## src/rtl/lock_pkg.sv

```systemverilog
// Shared types, default parameters and the tolerance compare used by the
// canal lock chamber controller and its gate logic.
package lock_pkg;

  typedef enum logic [2:0] {
    S_IDLE   = 3'd0,
    S_ADJ_L  = 3'd1,
    S_ADJ_R  = 3'd2,
    S_OPEN_L = 3'd3,
    S_OPEN_R = 3'd4
  } lock_state_t;

  localparam int LOCK_W           = 8;
  localparam int LOCK_TOL         = 3;
  localparam int LOCK_RATE        = 4;
  localparam int LOCK_RESET_LEVEL = 50;

  // |a - b| <= tol on zero-extended operands; the extra bit keeps the
  // difference from wrapping for any level width up to 32.
  function automatic logic abs_diff_le(input logic [31:0] a,
                                       input logic [31:0] b,
                                       input logic [31:0] tol);
    logic [32:0] diff;
    if (a >= b) diff = {1'b0, a} - {1'b0, b};
    else        diff = {1'b0, b} - {1'b0, a};
    return diff <= {1'b0, tol};
  endfunction

endpackage

```

## src/rtl/lock_step_timer.sv

```systemverilog
// Level-step prescaler: counts 0..RATE-1 while enabled and emits a one-cycle
// step pulse on the last count; clear holds the count at zero.
module lock_step_timer #(
  parameter int RATE = 4
) (
  input  logic clk,
  input  logic reset,
  input  logic clr_i,
  input  logic en_i,
  output logic step_o
);

  localparam int CW = (RATE > 1) ? $clog2(RATE) : 1;
  localparam logic [CW-1:0] LAST = CW'(RATE - 1);

  logic [CW-1:0] cnt_q, cnt_d;

  always_comb begin
    step_o = 1'b0;
    cnt_d  = cnt_q;
    if (clr_i) begin
      cnt_d = '0;
    end else if (en_i) begin
      if (cnt_q == LAST) begin
        cnt_d  = '0;
        step_o = 1'b1;
      end else begin
        cnt_d = cnt_q + 1'b1;
      end
    end
  end

  always_ff @(posedge clk) begin
    if (reset) cnt_q <= '0;
    else       cnt_q <= cnt_d;
  end

endmodule

```

## src/rtl/lock_level_ctrl.sv

```systemverilog
// Chamber water controller: drives the chamber level toward the requested
// side's level, then opens that gate until the gondola reports clear.
module lock_level_ctrl
  import lock_pkg::*;
#(
  parameter int W           = LOCK_W,
  parameter int TOL         = LOCK_TOL,
  parameter int RATE        = LOCK_RATE,
  parameter int RESET_LEVEL = LOCK_RESET_LEVEL
) (
  input  logic         clk,
  input  logic         reset,
  input  logic         req_left,
  input  logic         req_right,
  input  logic [W-1:0] left_level,
  input  logic [W-1:0] right_level,
  input  logic         gondola_clear,
  output logic [W-1:0] chamber_level,
  output logic         fill,
  output logic         drain,
  output logic         open_left,
  output logic         open_right,
  output logic         busy
);

  localparam logic [W-1:0] LVL_MAX = '1;

  lock_state_t  state_q, state_d;
  logic [W-1:0] level_q, level_d;
  logic [W-1:0] target;
  logic         adj, matched, below, above, step;

  // Target follows the side being served and is read live every cycle.
  always_comb begin
    target  = (state_q == S_ADJ_R || state_q == S_OPEN_R) ? right_level : left_level;
    matched = abs_diff_le(32'(level_q), 32'(target), 32'(TOL));
    adj     = (state_q == S_ADJ_L) || (state_q == S_ADJ_R);
    below   = level_q < target;
    above   = level_q > target;
  end

  lock_step_timer #(.RATE(RATE)) u_step_timer (
    .clk    (clk),
    .reset  (reset),
    .clr_i  (!adj),
    .en_i   (adj && !matched),
    .step_o (step)
  );

  always_comb begin
    state_d = state_q;
    level_d = level_q;
    unique case (state_q)
      S_IDLE: begin
        if (req_left)       state_d = S_ADJ_L;
        else if (req_right) state_d = S_ADJ_R;
      end
      S_ADJ_L, S_ADJ_R: begin
        if (matched) begin
          state_d = (state_q == S_ADJ_L) ? S_OPEN_L : S_OPEN_R;
        end else if (step) begin
          // Saturation is a safety net; an in-range target never hits it.
          if (below && level_q != LVL_MAX)  level_d = level_q + 1'b1;
          else if (above && level_q != '0)  level_d = level_q - 1'b1;
        end
      end
      S_OPEN_L, S_OPEN_R: begin
        if (gondola_clear) state_d = S_IDLE;
      end
      default: state_d = S_IDLE;
    endcase
  end

  always_ff @(posedge clk) begin
    if (reset) begin
      state_q <= S_IDLE;
      level_q <= W'(RESET_LEVEL);
    end else begin
      state_q <= state_d;
      level_q <= level_d;
    end
  end

  assign chamber_level = level_q;
  assign fill          = adj && !matched && below;
  assign drain         = adj && !matched && above;
  assign open_left     = (state_q == S_OPEN_L);
  assign open_right    = (state_q == S_OPEN_R);
  assign busy          = (state_q != S_IDLE);

endmodule
```

## config.mk

```make
export PLATFORM = sky130hd
export DESIGN_NAME = lock_level_ctrl
export DESIGN_NICKNAME = d
export VERILOG_FILES = /design/src/rtl/lock_pkg.sv /design/src/rtl/lock_step_timer.sv /design/src/rtl/lock_level_ctrl.sv
export SDC_FILE = /design/constraint.sdc
export NUM_CORES = 1
export LEC_CHECK = 0
export BUFFER_PORTS_ARGS = -buffer_cell sky130_fd_sc_hd__buf_2
export CORE_ASPECT_RATIO = 0.9
export CORE_MARGIN = 2
export CORE_UTILIZATION = 40
export DETAILED_ROUTE_END_ITERATION = 6
export PLACE_DENSITY = 0.65
export SETUP_SLACK_MARGIN = 0.4
export SYNTH_ARGS = -nofsm -noshare
export SYNTH_HDL_FRONTEND = slang
export SYNTH_HIERARCHICAL = 1
export SYNTH_SLANG_ARGS = --single-unit
export TNS_END_PERCENT = 100
```

## constraint.sdc

```tcl
create_clock -name clk -period 12.3 [get_ports clk]
set_input_delay 0.615 -clock clk [delete_from_list [all_inputs] [get_ports clk]]
set_output_delay 0.615 -clock clk [all_outputs]
set_load 0.005 [all_outputs]
```

# Word level (Yosys, flattened, before mapping)
# Cells that the tools add are included.
[op_classes]
add_sub_neg = 5
magnitude_cmp = 4
eq_ne = 9
n_mux = 14
n_bitwise = 2
n_reduce_logical = 17
[ops]
columns = ["operator", "n"]
rows = [
  ["less-or-equal comparator 33 x 2 -> 1 bit, second input constant", 1],
  ["2-to-1 mux 33 bit", 1],
  ["2-to-1 mux 8 bit", 3],
  ["subtractor 8 x 8 -> 9 bit", 2],
  ["2-to-1 mux 3 bit", 5],
  ["one-hot mux 3 bit (3 select lines)", 1],
  ["adder 8 x 1 -> 8 bit, second input constant", 1],
  ["greater-or-equal comparator 8 bit", 1],
  ["> comparator 8 bit", 1],
  ["< comparator 8 bit", 1],
  ["!= test 8 bit, second input constant", 1],
  ["nonzero test 8 bit", 1],
  ["subtractor 8 x 1 -> 8 bit, second input constant", 1],
  ["equality test 3 x 2 -> 1 bit, second input constant", 2],
  ["OR reduction 2 bit", 3],
  ["logical AND 1 bit", 5],
  ["!= test 2 bit, second input constant", 2],
  ["AND reduction 4 bit", 1],
  ["equality test 3 x 1 -> 1 bit, second input constant", 1],
  ["equality test 3 bit, second input constant", 1],
  ["zero test 3 bit", 1],
  ["2-to-1 mux 1 bit", 3],
  ["!= test 3 bit, second input constant", 1],
  ["AND reduction 3 bit", 1],
  ["other kinds (8)", 10],
]
[totals]
reg_bits = 13
out_inout_bits = 13

# Longest topological paths before layout
# Gate-level depths: netlist of the first run.
[logic_depth]
depth_word = 11
depth_mapped = 21
mapped_depth_nobuf = 19

# Hierarchy
# Netlist of the first run, hierarchy kept.
[modules_own_cells]
columns = ["mod", "n_inst", "cells_per_inst", "area_each_um2"]
rows = [
  ["lock_level_ctrl", 1, 227, 1780.5],
  ["lock_step_timer", 1, 10, 102.6],
]

# Worst setup path after synthesis of the first run
# No wires, ideal clock.
[synth_path]
path_type = "reg2reg"
startpoint = "reg state_q[1]"
endpoint = "reg level_q[7], in the netlist chamber_level[7]"
t_arrival_ns = 4.529
slack_ns = 7.701
path_stages_with_launch = 21
path_buffers = 2
synth_period_minus_slack_ns = 4.599
cell_sequence = "dfxtp_1 -> clkbuf_1 -> xnor2_1 -> nor2_1 -> mux2_2 -> ha_1 -> buf_6 -> a21oi_2 -> o21ai_2 -> a311oi_2 -> o21a_1 -> inv_1 -> ha_1 -> a21o_1 -> a21oi_1 -> nor2_1 -> o21a_1 -> o41ai_1 -> xnor2_1 -> or4_1 -> a21oi_1"
[synth_via]
elab_chain_len = 11
word_cells_on_any_way = 24
[synth_lines]
columns = ["element", "line", "text"]
rows = [
  ["start, declared", "lock_level_ctrl.sv:28", "lock_state_t state_q, state_d;"],
  ["start signal, assigned", "lock_level_ctrl.sv:79", "state_q <= state_d;"],
  ["equality test 3 x 2 -> 1 bit or equality test 3 bit (tied branches)", "lock_level_ctrl.sv:35, lock_level_ctrl.sv:37, lock_level_ctrl.sv:53", ""],
  ["logical OR 1 bit", "lock_level_ctrl.sv:35", "target = (state_q == S_ADJ_R || state_q == S_OPEN_R) ? right_level : left_level;"],
  ["2-to-1 mux 8 bit", "lock_level_ctrl.sv:35", ""],
  ["subtractor 8 x 8 -> 9 bit, or another cell as far along", "lock_pkg.sv:25", "else diff = {1'b0, b} - {1'b0, a};"],
  ["2-to-1 mux 33 bit", "lock_pkg.sv:24", "if (a >= b) diff = {1'b0, a} - {1'b0, b};"],
  ["less-or-equal comparator 33 x 2 -> 1 bit", "lock_pkg.sv:26", "return diff <= {1'b0, tol};"],
  ["zero test 1 bit", "lock_level_ctrl.sv:46", ".en_i (adj && !matched),"],
  ["logical AND 1 bit", "lock_level_ctrl.sv:46", ""],
  ["2-to-1 mux 1 bit", "lock_step_timer.sv:23", "end else if (en_i) begin"],
  ["2-to-1 mux 1 bit", "lock_step_timer.sv:21", "if (clr_i) begin"],
  ["AND reduction 4 bit (no source line)", "n/a", ""],
  ["end signal, assigned", "lock_level_ctrl.sv:77", "level_q <= W'(RESET_LEVEL);"],
  ["end signal, assigned", "lock_level_ctrl.sv:80", "level_q <= level_d;"],
  ["end, declared", "lock_level_ctrl.sv:29", "logic [W-1:0] level_q, level_d;"],
]
# Several ways; a longest one is shown, not always the timed one.
# A chain may end at the register's enable or synchronous reset.

# Final worst setup path of the first run
# Ends and elaborated chain as after synthesis.

==> flow_results.org, run 1 <==
** Timing
- Setup TNS Final :: 0 ps
- Slew HR :: 49.9%
- The max-slew violation total from the final report was 0.
- After layout, the worst setup slack is 7120 ps.
- For the pin with the worst max-slew slack, the measured transition is 749 ps.
- Setup repair after global routing missed its margin :: false
- Total setup violations reported at the end of the flow :: 0
- The clock arrives with 5.28 ps of skew.
- The routed design could run at a clock period as short as 5180 ps.
- Achievable clock frequency :: 193 MHz
- Of the available clock period, the critical path in the final layout requires 42.1%.
- The number of hold violations in the final report is 0.

** Synthesis
- Synthesized flop and latch total :: 13
- The synthesized design contains 0 enable-type register cells.
- Gate Count Post-Synth :: 237
- Synth cell count leaders :: sky130_fd_sc_hd__inv_1, sky130_fd_sc_hd__ha_1, sky130_fd_sc_hd__nor2_1
- Most common cell in the netlist :: sky130_fd_sc_hd__inv_1
- Fraction of registers with async set or reset after synthesis :: 0%
- After synthesis, the netlist uses 62 different library cells.
- Syn_nets :: 284
- Ranked by total cell area, the synthesized netlist is headed by sky130_fd_sc_hd__ha_1, sky130_fd_sc_hd__dfxtp_1, sky130_fd_sc_hd__a21oi_1.
- Summed over its instances, the top area cell type makes up 15.3% of the synthesized netlist area.
- Summed over all instances, the cell type with the most area after synthesis is sky130_fd_sc_hd__ha_1.
- In the synthesized netlist the dominant register cell turns out to be sky130_fd_sc_hd__dfxtp_1.
- During synthesis, Yosys emitted a total of 6 warnings.
- The share of the Yosys chip area taken by registers is 13.8%.
- A synthesized cell averages 7.95 µm².
- Cell area after technology mapping :: 1880 µm²

** Pwr
- Static Leakage :: 0.000927 µW
- The worst-case IR drop observed on VDD is 58.6 µV.
- Power density cells :: 78.2 nW/µm²

** Finish
- Filler instances :: 451
- Excluding fillers, the count of instances in the completed layout stands at 326.
- The multi-input combinational cells in the finished layout cover a total of 1480 µm².
- Register cell area after layout :: 260 µm²
- For this run, the post-layout net count is 312.
- The repair_antennas step left the layout with diodes totalling 0.
- Relative to the synthesized area, the layout overhead comes to 12.5%.
- Layout cells sized above 1 :: 25.0%

** Setup path
- The largest individual stage delay along the critical path comes from the cell sky130_fd_sc_hd__nor2_1.
- Walking the worst path, the cells encountered are xnor2_1, nor2_1, mux2_2, ha_1, a21o_1, o2bb2ai_1, a311oi_2, o21a_1, inv_1, ha_1, a21o_1, a21oi_1, nor2_1, o21a_1, o41ai_1, xnor2_1, or4_1, a21oi_1.
- In this run the register-to-register setup slack is 7120 ps.
- The worst register-to-register path begins at state_q[1]$_SDFFE_PP0P_.
- Worst endpoint data arrival time :: 5350 ps
- In this run the worst path has a maximum fanout of 12.
- Endpoint class of the critical path :: flop
- Required time reported for the critical path endpoint :: 12,480 ps
- STA classifies the critical path startpoint as a flop.
- Cells on worst reg2reg path :: 18
- For this run, the slowest stage of the critical path takes 580 ps.
- Launch point of the worst path :: state_q[1]$_SDFFE_PP0P_
- The setup path with the least slack is of type flop to flop.
- The worst register-to-register path ends at chamber_level[7]$_SDFFE_PP0P_.
- Following the worst setup path forward leads to its endpoint at chamber_level[7]$_SDFFE_PP0P_.

** Global routing
- Overall Global Routing Usage :: 17.1%
- Vias in the first global route :: 1,689
- Global routing finished with a remaining overflow of 0.
- The number of antenna violations at the first check in global routing was 0.
- Entering global routing, the biggest net connects 14 pins.
- The first global-routing pass estimated 7650 µm of wire.

** Clock network
- Clock-pin slew on the worst setup and hold paths :: 60 ps
- In this run the deepest clock path goes through 2 buffers.
- In this run, CTS created clock tree buffers numbering 3.
- In this run the number of H-tree levels came out at 1.
- Clock Sinks :: 13
- Cell at the root of the clock tree :: sky130_fd_sc_hd__clkbuf_8
- Buffers inserted by post-CTS timing repair :: 0
- CTS Hold Buffers Added :: 0
- Clk Latency, worst-skew pair :: 240 ps
- Post-CTS Resized :: 0
- TritonCTS clock tree :: built

** Die
- Area of the core :: 4490 µm²
- The die is 76.3 µm wide.
- The floorplan has 23 rows.
- For this design the top-level I/O count stands at 34.
- DIE AREA :: 5270 µm²
- The die is 69.1 µm tall.
- Once the floorplan was initialized, standard cells occupied 41.9% of the core.

** Route
- Average wire per cell in the routed design :: 13.6 µm
- Initial DRT Pass Iterations :: 4
- DR vias :: 1,783
- Once detail routing completed, the nets flagged for antenna violations numbered 0.
- Via-to-Cell Ratio :: 5.47
- For this run, design rule violations remaining after detail routing come to 0.
- Starting DRC count in detailed routing :: 144
- Total detailed-routing wirelength :: 4420 µm

** Worst hold path
- The path class of the tightest hold or removal check is flop to flop.

** Flow run
- Across the run, the number of max-cap violations was 0.

** Placement
- During placement, the flow inserted port buffers numbering 33.
- Once detailed placement completed, the half-perimeter wirelength came to 3570 µm.
- Global placement routability congestion :: 0.823
- Instance count after placement with tap cells included :: 322
- Before CTS, the worst setup slack after placement is 7100 ps.

** Outcome
- The flow ran to the end, and the final reports show no timing, DRC or antenna violations.
worst min path at each step:
stage | cells past startpoint | to | startpoint | slack (ps)
2_1_floorplan | 2 | u_step_timer/cnt_q[0]$_SDFFE_PP0P_ | u_step_timer/cnt_q[0]$_SDFFE_PP0P_ | 480
3_3_place_gp | 2 | u_step_timer/cnt_q[0]$_SDFFE_PP0P_ | u_step_timer/cnt_q[0]$_SDFFE_PP0P_ | 500
3_5_place_dp | 2 | u_step_timer/cnt_q[0]$_SDFFE_PP0P_ | u_step_timer/cnt_q[0]$_SDFFE_PP0P_ | 510
4_1_cts | 2 | u_step_timer/cnt_q[0]$_SDFFE_PP0P_ | u_step_timer/cnt_q[0]$_SDFFE_PP0P_ | 510
5_1_grt | 2 | u_step_timer/cnt_q[0]$_SDFFE_PP0P_ | u_step_timer/cnt_q[0]$_SDFFE_PP0P_ | 530
6_report | 2 | u_step_timer/cnt_q[0]$_SDFFE_PP0P_ | u_step_timer/cnt_q[0]$_SDFFE_PP0P_ | 510
per-stage QoR:
stage          cell area (µm²)  hold slack [ps]  power, µW  util, %
2_1_floorplan             1880              477        112        -
3_3_place_gp              2070              504        128     46.2
3_5_place_dp              2070              507        128     46.2
4_1_cts                   2120              515        167     47.2
5_1_grt                   2120              529        179     47.2
6_report                  2120              512        166     47.2
sequential cells by signal (all words and copies together) (netlist names):
| signal | count |
|---|---|
| u_step_timer/cnt_q | 2 |
| state_q | 3 |
| chamber_level | 8 |
per-layer routing:
metal  track usage [%]  wire, µm  vias up  part of all wire, %
li1                  -         -      914                    -
met1              25.2      2250      840                   51
met2              26.5      2030       27                   46
met3              1.44       111        2                  2.5
met4              5.45        34        0                 0.77
met5                 0         0        -                    0
area by class of cell:
class | instances | area share, %
inverter | 25 | 4.43
tap | 62 | 3.66
timing repair buffer | 33 | 7.80
multi-input combinational | 189 | 69.7
sequential | 13 | 12.3
clock buffer | 4 | 2.13
kinds of logic after synthesis:
kind of cell | after synthesis | share of synthesized area (%)
AO/OA/AOI/OAI | 75 | 30.0
flip-flops | 13 | 13.8
buffers and inverters | 35 | 7.77
AND/OR/NAND/NOR | 70 | 20.4
multiplexers | 9 | 5.32
adder cells (fa/ha/maj) | 26 | 18.5
XOR/XNOR | 9 | 4.19
power by group:
part	switching, µW	total (µW)	leakage, µW	internal (µW)
Clock	15.3	38.2	0.0000228	22.9
Combinational	44.8	81.8	0.000798	37.0
Sequential	2.34	45.7	0.000105	43.4
critical path, delay by kind of cell, from the launching register on:
kind | cells | cell delay [ps]
fa+ha+maj | 2 | 730
mux | 1 | 430
compound gates | 9 | 2000
buf+inv | 1 | 160
flops | 1 | 500
simple gates | 3 | 1040
xor+xnor | 2 | 230
layout by cell type (no fill, tap or decap), drive strengths merged, types with 3 or more instances in the layout:
master  synthesis  routed
a211o           3       3
a211oi          4       4
a21o            7       7
a21oi          21      21
a311oi          3       3
buf             5      33
clkbuf          5       4
dfxtp          13      13
fa              3       3
ha             23      23
inv            25      25
mux2            8       8
nand2           8       8
nand2b          6       6
nand3           5       5
nor2           23      23
nor2b           3       3
nor3           10      10
nor4            6       6
o21a            4       4
o21ai          12      12
o31ai           3       3
xnor2           8       8
No activity file was read; power rests on OpenSTA's default activity.
==> run 2: changes to the inputs <==
--- a/config.mk
+++ b/config.mk
@@ -10,7 +10,7 @@
 export CORE_MARGIN = 2
 export CORE_UTILIZATION = 40
 export DETAILED_ROUTE_END_ITERATION = 6
-export PLACE_DENSITY = 0.65
+export PLACE_DENSITY = 0.68
 export SETUP_SLACK_MARGIN = 0.4
 export SYNTH_ARGS = -nofsm -noshare
 export SYNTH_HDL_FRONTEND = slang
==> constraint.sdc (replaced) <==
create_clock -name clk -period 4.35 [get_ports clk]
set_input_delay 0.2175 -clock clk [delete_from_list [all_inputs] [get_ports clk]]
set_output_delay 0.2175 -clock clk [all_outputs]
set_load 0.005 [all_outputs]
==> run 2 against run 1 <==
Against the previous run:
- non-clock buffer count rose by 19
- wire length up 9.7%
- sequential cell count unchanged
- combinational power grew to 3.7 times the previous value
- sequential power grew to 2.8 times the previous value
- sequential share of layout area decreased by 1.6 points
- via count up 5.4%
- critical path depth rose by 1
- critical path type unchanged
- highest routed layer unchanged
==> flow_results.org, run 2 (same netlist as run 1, synthesis figures left out) <==
** Finish
- The number of antenna diodes in the final layout is 0.
- Share of the core filled with cells in the final layout :: 55.4%
- Final Instance Count excl. Fillers :: 345
- The top cell types in the final layout, fill and taps aside, are sky130_fd_sc_hd__buf_2, sky130_fd_sc_hd__inv_1, sky130_fd_sc_hd__nor2_1.
- The register with the most flip-flops in the layout has 8 of them.
- The sequential cells in the finished layout cover a total of 265 µm².
- Cell area after layout :: 2480 µm²
- Filler instances :: 433
- From synthesis to final layout, the design area changed by 32.0%.
- Layout cells sized above 1 :: 38.9%
- Post-layout net count :: 331
- Most common cell after layout, fill and taps aside :: sky130_fd_sc_hd__buf_2
- Multi-input gate area in the final layout :: 1680 µm²

** Global routing
- In the global route stage, met3 resource usage came out at 1.44%.
- In this run the most used layer during global routing was met2.
- For this run, global-route usage on met1 was measured as 26.9%.
- Global routing used 19.0% of the available tracks across all layers.
- Number of antenna violations at the first check in global routing :: 0
- Global routing met2 resource utilization :: 30.9%
- The first global-routing pass estimated 8390 µm of wire.
- Entering global routing, the biggest net connects 14 pins.
- Grt total ovfl :: 0
- Vias in the first global route :: 1,819

** Die
- Row count :: 23
- Area of the core :: 4490 µm²
- Die W :: 76.3 µm
- Once the floorplan was initialized, standard cells occupied 41.9% of the core.
- Measured along the y axis, the die boundary spans 69.1 µm.
- The floorplan step defined a die boundary enclosing 5270 µm².
- For this design the top-level I/O count stands at 34.

** Pwr
- Power density cells :: 218 nW/µm²
- Static Leakage :: 0.00106 µW
- Pint :: 338 µW
- The analysis attributes to net switching a power of 203 µW.
- Share of total power in the clock network :: 20.4%
- Part of the power in registers :: 23.3%
- Combinational group share of total power :: 56.3%
- Sw Share :: 37.5%
- The worst-case IR drop observed on VDD is 207 µV.

** Clock network
- Clock Sinks :: 13
- Clock-pin slew on the worst setup and hold paths :: 60 ps
- Number of buffers created by CTS :: 3
- The later pin in the worst-skew pair is clocked with a latency of 250 ps.
- TritonCTS built the clock tree.
- H-tree Lvls :: 1
- In this run the clock root is driven by a sky130_fd_sc_hd__clkbuf_8.
- Buffers inserted to repair hold after CTS numbered 0.
- Largest buffer count on any clock path :: 2

** Setup path
- The worst setup path is captured at a flop.
- Setup slack, reg-to-reg :: 350 ps
- Along the worst path, the maximum fanout reaches 5.
- Critical Path Sink :: chamber_level[7]$_SDFFE_PP0P_
- Worst endpoint data arrival time :: 4180 ps
- STA classifies the critical path startpoint as a flop.
- Class of the most critical setup path :: flop to flop
- Launch point of the worst path :: state_q[2]$_SDFFE_PP0P_
- Origin of the critical flop-to-flop path :: state_q[2]$_SDFFE_PP0P_
- Destination of the worst register-to-register timing path :: chamber_level[7]$_SDFFE_PP0P_
- The worst register-to-register path has a depth of 19.
- At the worst endpoint, the required time is 4530 ps.

** Placement
- Summed over all nets, the half-perimeter wirelength after detailed placement is 3860 µm.
- Global placement routability congestion :: 0.894
- Post-place instance area :: 2270 µm²
- Port buffering added 33 buffers.
- Instance count after placement with tap cells included :: 330

** Flow run
- Reported max-cap violation count :: 0

** Route
- Drc violations :: 0
- Wires add up to 4850 µm.
- The pre-antenna-repair detailed-routing pass consisted of 4 iterations.
- Using the TritonRoute via totals, the vias-per-cell ratio works out to 5.45.
- DR vias :: 1,880
- After the first detailed-routing iteration, the DRC count stood at 90.
- Average wire per cell in the routed design :: 14.1 µm
- The detail route stage leaves a number of antenna-violating nets equal to 0.

** Timing
- Clk_skew :: 1.98 ps
- For the pin with the worst max-slew slack, the measured transition is 485 ps.
- Setup repair after global routing could not meet its margin everywhere.
- The routed design could run at a clock period as short as 4000 ps.
- The tightest hold path in the finished design has a slack of 292 ps.
- The worst pin sits at a relative slew slack of 67.4%.
- Setup TNS Final :: 0 ps
- Count of final max-slew check failures :: 0
- Setup violations remaining at the end of the flow were counted as 0.
- Period utilization :: 91.9%
- Achievable clock frequency :: 250 MHz
- The number of hold violations in the final report was 0.

** Worst hold path
- In this run the most critical hold path is launched from gondola_clear.
- The path class of the tightest hold or removal check is input pin to flop.

** Outcome
- Status :: finished clean
-- run 2: per-stage QoR --
step	setup slack (ps)	power [µW]
4_1_cts	345	529
6_report	352	541
5_1_grt	101	579
3_3_place_gp	169	401
3_5_place_dp	21.7	403
2_1_floorplan	223	344
-- run 2: routing by layer --
| layer | part of all wire (%) | wire length (µm) |
|---|---|---|
| met5 | 0 | 0 |
| met4 | 1.2 | 57 |
| met3 | 2.6 | 127 |
| met2 | 48 | 2310 |
| met1 | 49 | 2360 |
-- run 2: cell type report --
cell class	count	area share, %
Inverter	25	3.78
Tap cell	62	3.12
Clock buffer	3	1.66
Multi-Input combinational cell	189	67.7
Sequential cell	13	10.7
Timing Repair Buffer	52	12.9
Clock inverter	1	0.201
-- run 2: what timing repair did --
action                     in CTS  in global routing
pin swaps                      11                  5
setup endpoints to repair       8                 10
buffers inserted                9                  2
resized for setup              11                  9
-- run 2: worst min-delay path by stage --
stage	to	cells past startpoint	slack [ps]
floorplan	u_step_timer/cnt_q[0]$_SDFFE_PP0P_	1	280
global placement	u_step_timer/cnt_q[0]$_SDFFE_PP0P_	2	500
detailed placement	u_step_timer/cnt_q[0]$_SDFFE_PP0P_	2	520
CTS	state_q[1]$_SDFFE_PP0P_	3	290
global route	state_q[1]$_SDFFE_PP0P_	3	310
finish	state_q[1]$_SDFFE_PP0P_	3	290
-- run 2: critical path, cell delays in order (launching register included) --
cell,delay (ps)
sky130_fd_sc_hd__dfxtp_4,360
sky130_fd_sc_hd__xnor2_4,140
sky130_fd_sc_hd__nor2_4,130
sky130_fd_sc_hd__buf_12,130
sky130_fd_sc_hd__mux2_4,310
sky130_fd_sc_hd__ha_4,270
sky130_fd_sc_hd__a21o_1,180
sky130_fd_sc_hd__o2bb2ai_2,140
sky130_fd_sc_hd__a311oi_2,240
sky130_fd_sc_hd__o21a_1,210
sky130_fd_sc_hd__inv_2,60
sky130_fd_sc_hd__ha_1,260
sky130_fd_sc_hd__a21o_1,160
sky130_fd_sc_hd__a21oi_2,150
sky130_fd_sc_hd__nor2_1,60
sky130_fd_sc_hd__o21a_1,220
sky130_fd_sc_hd__o41ai_4,250
sky130_fd_sc_hd__xnor2_1,120
sky130_fd_sc_hd__or4_1,410
sky130_fd_sc_hd__a21oi_1,130
-- run 2: power by group through the flow --
stage                     logic (µW)  registers [µW]  clock network (µW)
after CTS                        292             126                 111
after global placement           272             129                   0
after detailed placement         274             129                   0
final                            304             126                 110
after global routing             334             127                 118
after floorplan                  217             126                   0
